===== src/rtl/fifo_word_packer.sv =====
// Purpose: read-side drain behind the async fifo; packs LANES byte lanes into one wide word.
// Latency: a word appears LANES+1 cycles after its first read_en; steady state is one word per LANES+1 cycles.
// Backpressure: m_ready low holds the output word; assembly fills up to LANES and then read_en drops.
//
// Ports:
//   read_clk   clock shared with the fifo read side
//   reset      synchronous, active-high
//   mem_empty  fifo empty flag
//   fifo_data  fifo read data, valid the cycle after read_en
//   read_en    fifo pop request (combinational)
//   flush      single-cycle pulse: emit whatever is assembled as a last word
//   m_valid    output word valid; m_ready is the downstream accept
//   m_data     packed word, lane k at [k*DATA_W +: DATA_W]
//   m_count    number of valid lanes (1..LANES)
//   m_last     word was produced by a flush
module fifo_word_packer #(
  parameter int DATA_W = 8,
  parameter int LANES  = 4,            // legal range 2..8
  localparam int CNT_W = $clog2(LANES + 1)
) (
  input  logic                      read_clk,
  input  logic                      reset,
  input  logic                      mem_empty,
  input  logic [DATA_W-1:0]         fifo_data,
  output logic                      read_en,
  input  logic                      flush,
  output logic                      m_valid,
  input  logic                      m_ready,
  output logic [DATA_W*LANES-1:0]   m_data,
  output logic [CNT_W-1:0]          m_count,
  output logic                      m_last
);

  localparam logic [CNT_W-1:0] LANES_C = CNT_W'(LANES);

  logic [DATA_W*LANES-1:0] asm_q;
  logic [DATA_W*LANES-1:0] asm_nxt;
  logic [CNT_W-1:0]        fill;
  logic [CNT_W-1:0]        fill_nxt;
  logic                    inflight;
  logic                    flush_pend;
  logic                    slot_free;
  logic                    full_xfer;
  logic                    flush_xfer;
  logic                    flush_drop;
  logic                    do_xfer;

  // Lanes that will be occupied once the byte currently on fifo_data lands.
  assign fill_nxt = fill + {{(CNT_W-1){1'b0}}, inflight};

  // Counting the in-flight byte against the lane budget guarantees a popped
  // byte always has a lane to land in, so no overflow path exists.
  assign read_en = !reset && !mem_empty && !flush_pend && !flush && (fill_nxt < LANES_C);

  assign slot_free = !m_valid || m_ready;

  // The transfer looks at the post-capture view, so the last lane leaves on
  // the same edge it is captured. This keeps the stream at LANES+1 cycles per
  // word instead of paying an extra cycle to let fill settle.
  assign full_xfer = (fill_nxt == LANES_C);

  // A pending flush can never coexist with a byte in flight (read_en is held
  // low in the flush cycle), but the inflight term keeps the intent explicit.
  assign flush_xfer = flush_pend && !inflight && (fill != '0);
  assign flush_drop = flush_pend && !inflight && (fill == '0);

  assign do_xfer = slot_free && (full_xfer || flush_xfer);

  always_comb begin
    asm_nxt = asm_q;
    for (int k = 0; k < LANES; k++) begin
      if (inflight && (fill == CNT_W'(k))) begin
        asm_nxt[k*DATA_W +: DATA_W] = fifo_data;
      end
    end
  end

  always_ff @(posedge read_clk) begin
    if (reset) begin
      // A byte popped before reset is dropped here; the fifo pointer has
      // already moved past it.
      asm_q      <= '0;
      fill       <= '0;
      inflight   <= 1'b0;
      flush_pend <= 1'b0;
      m_valid    <= 1'b0;
      m_data     <= '0;
      m_count    <= '0;
      m_last     <= 1'b0;
    end else begin
      inflight <= read_en;

      if (do_xfer) begin
        // Unused lanes are already zero because asm is cleared on every
        // transfer, so a partial word needs no masking.
        m_data  <= asm_nxt;
        m_count <= fill_nxt;
        m_last  <= flush_pend;
        m_valid <= 1'b1;
        fill    <= '0;
        asm_q   <= '0;
      end else begin
        fill  <= fill_nxt;
        asm_q <= asm_nxt;
        if (m_ready) begin
          m_valid <= 1'b0;
        end
      end

      // A second flush while one is pending is absorbed.
      if (flush_pend) begin
        if (do_xfer || flush_drop) begin
          flush_pend <= 1'b0;
        end
      end else if (flush) begin
        flush_pend <= 1'b1;
      end
    end
  end

endmodule


===== config.mk =====
export PLATFORM = sky130hd
export DESIGN_NAME = fifo_word_packer
export DESIGN_NICKNAME = d
export VERILOG_FILES = /design/src/rtl/fifo_word_packer.sv
export SDC_FILE = /design/constraint.sdc
export NUM_CORES = 1
export LEC_CHECK = 0
export CORE_ASPECT_RATIO = 0.8
export CORE_MARGIN = 4
export CORE_UTILIZATION = 58
export CTS_BUF_LIST = sky130_fd_sc_hd__clkbuf_4
export CTS_CLUSTER_SIZE = 20
export DETAILED_ROUTE_END_ITERATION = 10
export PLACE_DENSITY_LB_ADDON = 0.3
export SYNTH_ARGS = -nofsm -noshare
export SYNTH_HDL_FRONTEND = slang
export SYNTH_SLANG_ARGS = --single-unit

===== constraint.sdc =====
create_clock -name read_clk -period 3.5 [get_ports read_clk]
set_input_delay 1.05 -clock read_clk [delete_from_list [all_inputs] [get_ports read_clk]]
set_output_delay 1.05 -clock read_clk [all_outputs]
set_load 0.02 [all_outputs]

== After elaboration in Yosys (flattened, before gate mapping) ==
Cells that the tools add are included.
Cells by class
  $add $sub $neg: 1
  $lt $le $gt $ge: 1
  eq/ne operators: 4
  muxes and demuxes: 9
  reductions and logical operators: 25
Operators with widths (count)
  2-to-1 mux 8 bit: 4
  logical AND 1 bit: 12
  == test 3 x 2 -> 1 bit, second input constant: 2
  logical NOT 1 bit: 6
  2-to-1 mux 1 bit: 5
  adder 3 x 1 -> 3 bit: 1
  == test 3 x 1 -> 1 bit, second input constant: 1
  == test 3 bit, second input constant: 1
  logical NOT 3 bit: 1
  logical OR 1 bit: 3
  < comparator 3 bit, second input constant: 1
  nonzero test 3 bit: 1
  nonzero test 2 bit: 1
  OR reduction 2 bit: 1
Word-level totals
  flip-flop bits (word level): 74
  output and inout port bits: 38
  logic and storage cells: 48

== Logic depth before layout (Yosys ltp) ==
Gate-level depths: netlist (run 1).
  word-level depth: 8
  mapped depth: 8
  depth with buffers taken out: 6

== Worst setup path after synthesis (run 1) ==
OpenSTA, ideal clock, no wires.
  path kind: input -> output
  from: in reset
  to: out read_en
  arrival time: 1.916 ns
  required time: 2.450 ns
  slack: 0.534 ns
  stages on the path: 4
  buffers on the path: 1
  cell sequence: buf_1 nor2_1 nand2_1 nor3_1
Between the ends
  longest elaborated chain between the ends: 5
RTL lines
  start: declaration: line 22  | input logic reset,
  logical NOT 1 bit: line 53  | assign read_en = !reset && !mem_empty && !flush_pend && !flush && (fill_nxt < LANES_C);
  logical AND 1 bit (4 in series): line 53
  end: declaration: line 25  | output logic read_en,
Every way passes these cells.

== Worst setup path in the final report (run 1) ==
Same ends and word-level chain as after synthesis.

==> results of run 1 <==
==> state kept, by name, indices dropped and copies added (netlist names) <==
| register | count |
|---|---|
| fill | 3 |
| m_data | 32 |
| m_valid | 1 |
| asm_q | 32 |
| inflight | 1 |
| flush_pend | 1 |
| m_count | 3 |
| m_last | 1 |
==> final cells by class <==
| cell class | count | area share |
|---|---|---|
| Clock buffer | 11 | 0.02408 |
| Timing Repair Buffer | 58 | 0.1667 |
| Multi-Input combinational cell | 167 | 0.3393 |
| Clock inverter | 5 | 0.01605 |
| Sequential cell | 74 | 0.4320 |
| Tap cell | 60 | 0.02189 |
==> worst max-delay path, stage by stage <==
cell and delay [ps]:
clkdlybuf4s50_1 460, nor2_1 150, nand2_1 80, nor3_1 130, dlygate4sd2_1 350
==> timing repair <==
| item | CTS | global route |
|---|---|---|
| resized for setup | 2 | 0 |
| hold buffers | 0 | 0 |
| setup endpoints to repair | 1 | 0 |
==> power groups by stage <==
stage	Combinational, mW	Sequential [mW]	Clock [mW]
3_3_place_gp	0.118	0.884	0
2_1_floorplan	0.0581	0.894	0
6_report	0.120	0.866	0.516
4_1_cts	0.120	0.866	0.524
5_1_grt	0.129	0.868	0.566
3_5_place_dp	0.119	0.885	0
==> metrics by stage <==
stage               TNS, ps  total power, mW  cells  instance area, sq um
floorplan                 0           0.9519    263                  2760
global placement     -62.66            1.002    359                  3286
detailed placement   -63.95            1.004    359                  3286
CTS                       0            1.510    375                  3430
global route              0            1.563    375                  3430
finish                    0            1.502    375                  3430
==> logic make-up after synthesis <==
logic type | Yosys count | share of synthesized area
AOI/OAI and AO/OA | 78 | 0.1927
buffers and inverters | 22 | 0.05122
muxes | 32 | 0.1160
adders and majority gates | 2 | 0.009065
xor gates and xnor gates | 1 | 0.003174
DFF | 74 | 0.5367
and+or+nand+nor | 54 | 0.09111
==> worst paths after layout <==
path / from / to / cells past startpoint
max: reset / read_en / 5
max reg2reg: fill[0] / m_data[15] / 6
min: m_count[0] / m_count[0] / 2
min reg2reg: m_count[0] / m_count[0] / 2
==> metal layers <==
metal	GRT usage	vias up	wire length [microns]
met5	0	-	0
met1	0.3132	1019	2845
li1	-	1052	-
met2	0.3164	87	2825
met4	0.07206	0	114
met3	0.09145	13	563
==> layout by cell type (no fill, tap or decap), types with 2 or more instances in the layout <==
master,count
dfxtp_1,74
clkdlybuf4s50_1,49
a21oi_1,37
nor2_1,35
mux2i_1,32
a211oi_1,28
clkbuf_4,11
buf_4,7
a211oi_2,5
nand2_1,4
nor3_1,4
o21ai_0,4
nor4bb_2,2
nand2b_1,2
and2_1,2
ha_1,2
clkinv_2,2
clkinvlp_4,2
==> impl_metrics.yaml, run 1 <==
pwr:
  p_int_mw: 1.140
  power_frac_seq: 0.577
  swShare: 0.2407
  netSwitchingPower_mw: 0.3614
  p_leak_nw: 1.187
  p_comb_frac: 0.080
  powerDensity_nw_per_um2: 437.8
  clockPowerShare: 0.344
  ir_worst_vdd_uv: 348.2
global_routing:
  grt_pass1_vias: 2013
  antenna_found_initial: 0
  overflow: 0
  grt_usage: 0.2251
  grt_max_degree: 40
  grt_pass1_wl_mm: 10.35
placed_design:
  place_hpwl_mm: 4.024
  preCtsSetupSlack_ps: -63.95
  place_congestion: 0.8403
  portBuffers: 50
timing:
  fin_crit_ps: 3276
  hold_viol: 0
  max_slew_margin: 0.5557
  rsz0062_at_grt: "no"
  setup_ws_ps: 224.1
  timing.hold.ws_ps: 487.2
  drv_slew: 0
  min_period_over_period: 0.9360
  max_freq_mhz: 305.3
  setup_viol: 0
  fin_worst_skew_ps: 14.15
  max_slew.worst_pin.slew_ps: 666.4
clocking:
  htree_levels: 3
  cts.sinks: 74
  root_buffer: "clkbuf_4"
  cts_tree: "built"
  cts_made_buffers: 9
  clock_latency_ps: 410
  cts_buffer_depth: 2
  post-cts-setup-buffer-count: 0
  clk_pin_slew_worst_paths_ps: 100
synthesis:
  syn_nets: 278
  ys_types: 28
  synth_area_leader_cell: "dfxtp_1"
  yosysMostFrequentCell: "dfxtp_1"
  async_flop_share: 0
  synth_enable_flop_cells: 0
  ys_seq_elements: 74
  ys_seq_area_frac: 0.5367
  dominantRegCellSynth: "dfxtp_1"
  syn_area_sq_um: 2760
  synthesis.instances: 263
  avgSynthCellArea_sq_um: 10.49
  netlist.area_leader.share: 0.5367
  yosysWarnings: 0
  netlist_top_cells_area: "dfxtp_1 (54%), mux2i_1 (12%), a211oi_1 (7.6%), a21oi_1 (6.7%), nor2_1 (4.8%)"
  synthTopCellsByCount: "dfxtp_1 (74), a21oi_1 (37), nor2_1 (35), mux2i_1 (32), a211oi_1 (28)"
finish:
  ff_latch_area_sq_um: 1481
  drive_gt1_frac: 0.1111
  nFillCells: 337
  nNetsFinal: 325
  syn2layout_area_growth_pct: 24.25
  multiInputGateArea_sq_um: 1164
  final_util: 0.7461
  n_antenna_cell: 0
drt:
  vias_per_cell: 5.789
  initialDrtViolationCount: 147
  dr.pass1.iters: 4
  ant_nets: 0
  wl_per_cell_microns: 16.93
  vias: 2171
  finalWirelength_mm: 6.349
  drc_errors: 0
die:
  die_y_microns: 69.70
  core_sq_um: 4597
  rows: 22
  start_util: 0.6004
  dieWidth_microns: 85.13
  die_area_sq_um: 5933
  ios: 51
critical_path:
  critPathKind: "in2out"
  r2r_slack_ps: 1060
  endpoint_kind: "output pin"
  path_max_fanout: 2
  cp.required_ps: 2450
  worstSetupStartpointType: "primary input"
  critPathArrivalTime_ps: 2230
flow_run:
  max_cap_viol_count: 0
min_path:
  worstHoldPathType: "reg2reg"
outcome:
  status: "finished clean"
Power figures use the tool's default switching activity.
==> run 2, diff against run 1 <==
- CORE_MARGIN: 4 -> 3
- REMOVE_ABC_BUFFERS: not set -> 1
==> run 2 against run 1 <==
Effect of this change: global-route usage increased by 1.6 points; worst hold slack improved by 4.4 ps; die area shrank 5.2%; routed wire length fell by 2.4%; clock skew fell by 6.9 ps; critical path depth did not move; maximum frequency rose by 1.3%; clock power decreased by 16%; sequential power is essentially flat; critical path type unchanged; cell count grew 0.53%; non-clock buffer count is 5 higher; clock-buffer cell count fell by 1; largest cell class unchanged.
==> impl_metrics.yaml, run 2 (same netlist as run 1, synthesis figures left out) <==
drt:
  dr.pass1.iters: 4
  ant_nets: 0
  drc_errors: 0
  vias_per_cell: 5.727
  initialDrtViolationCount: 86
  finalWirelength_mm: 6.199
  wl_per_cell_microns: 16.44
  vias: 2159
finish:
  layout_common_cells: "dfxtp_1 (74), clkdlybuf4s50_1 (49), a21oi_1 (37)"
  top_regs: "asm_q (32), m_data (32)"
  syn2layout_area_growth_pct: 24.43
  design_area_sq_um: 3435
  final_util: 0.7827
  layout_commonest_cell: "dfxtp_1"
  n_antenna_cell: 0
  drive_gt1_frac: 0.1156
  nNetsFinal: 330
  nFillCells: 304
pwr:
  ir_worst_vdd_uv: 271.8
  p_total_mw: 1.416
  p_leak_nw: 1.186
  powerDensity_nw_per_um2: 412.4
clocking:
  clock_latency_ps: 410
  clk_pin_slew_worst_paths_ps: 110
  ctsHoldBuffers: 0
  cts_tree: "built"
  root_buffer: "clkbuf_4"
  htree_levels: 3
  cts_buffer_depth: 2
  cts_made_buffers: 9
  cts.sinks: 74
critical_path:
  cp.required_ps: 2450
  cp_top_family: "buffers and inverters"
  path_max_fanout: 2
  crit_path_top_delay_cell: "clkdlybuf4s50_1"
  crit_path_max_incr_delay_ps: 420
  rr_worst_depth: 9
  reg2reg_to: "m_data[28]"
  endpoint_kind: "output pin"
  r2r_slack_ps: 950
  worstSetupStartpointType: "primary input"
  cp-endpoint: "read_en"
  cp_num_buf_inv: 2
  critPathArrivalTime_ps: 2180
  cp.depth: 5
  reg2reg_from: "fill[0]"
  cp-startpoint: "reset"
  critPathKind: "in2out"
  path_cells: "clkdlybuf4s50_1 -> nor2_1 -> nand2_1 -> nor3_1 -> dlygate4sd2_1"
flow_run:
  max_cap_viol_count: 0
die:
  start_util: 0.6290
  die_y_microns: 67.70
  core_sq_um: 4388
  rows: 21
  ios: 51
  dieWidth_microns: 83.13
  die_area_sq_um: 5628
global_routing:
  grtUsageMet1: 0.2913
  grt_max_degree: 40
  overflow: 0
  grt_pass1_vias: 2166
  use_met2: 0.4100
  antenna_found_initial: 0
  grt_busiest_layer: "met2"
  grt_pass1_wl_mm: 10.50
  grt_usage: 0.2414
  met3_usage: 0.08780
timing:
  fin_crit_ps: 3233
  setup_tns_ps: 0
  drv_slew: 0
  min_period_over_period: 0.9236
  hold_viol: 0
  max_slew.worst_pin.slew_ps: 966.6
  fin_worst_skew_ps: 7.263
  max_slew_margin: 0.3463
  setup_viol: 0
  rsz0062_at_grt: "no"
  setup_ws_ps: 267.3
  max_freq_mhz: 309.3
placed_design:
  placed_cell_area_sq_um: 3312
  place_congestion: 0.7613
  portBuffers: 50
  preCtsSetupSlack_ps: -24.74
  place_hpwl_mm: 4.136
outcome:
  status: "finished clean"
min_path:
  worstHoldPathType: "reg2reg"
[run 2: changes by cell type in the layout (fill, tap and decap cells not counted)]
cell        delta
clkinv_2       -2
clkinvlp_4     +1
buf_4          +5
bufinv_16      -1
clkinv_1       +3
clkbuf_4       -1
[run 2: worst min path at each step]
stage                    start          to  cells after the start
global route            m_last      m_last                      2
CTS                     m_last      m_last                      2
detailed placement      m_last      m_last                      2
floorplan             asm_q[0]    asm_q[0]                      2
global placement    m_count[0]  m_count[0]                      2
finish                  m_last      m_last                      2
[run 2: metal layers]
layer | vias to the layer above | part of all wire
met1 | 1032 | 0.44
met3 | 4 | 0.071
met2 | 74 | 0.48
met4 | 0 | 0.0074
met5 | - | 0
li1 | 1049 | -
[run 2: what timing repair did]
action                                  in CTS  in global routing
gates resized for setup                      2                  0
endpoints found under the setup margin       1                  0
buffers inserted                             1                  0
[run 2: metrics by stage]
step	std cells	hold WS [ps]
after floorplan	241	456.4
after global placement	360	466.8
after detailed placement	360	476.2
after CTS	377	491.5
after global routing	377	503.6
final	377	491.5
[run 2: layout make-up]
class                           instances  area [sq um]  area share
Sequential cell                        74          1481      0.4313
Timing Repair Buffer                   63         609.3      0.1774
Multi-Input combinational cell        167          1164      0.3388
Clock buffer                           10         75.07     0.02186
Tap cell                               57         71.32     0.02077
Clock inverter                          6         33.78    0.009836
[run 2: report_power, final]
group / leakage (nW) / switching [mW] / internal [mW]
clock network: 0.0512 / 0.287 / 0.147
logic: 0.537 / 0.0648 / 0.0524
registers: 0.597 / 0.00920 / 0.856
total: 1.19 / 0.361 / 1.06
[run 2: worst reg2reg max path: stages, from the launching register on]
cell and delay, ps:
dfxtp_1 400, ha_1 240, ha_1 210, xnor2_2 160
buf_4 170, o32ai_4 450, buf_4 270, buf_4 240
a21oi_1 90, a211oi_1 230
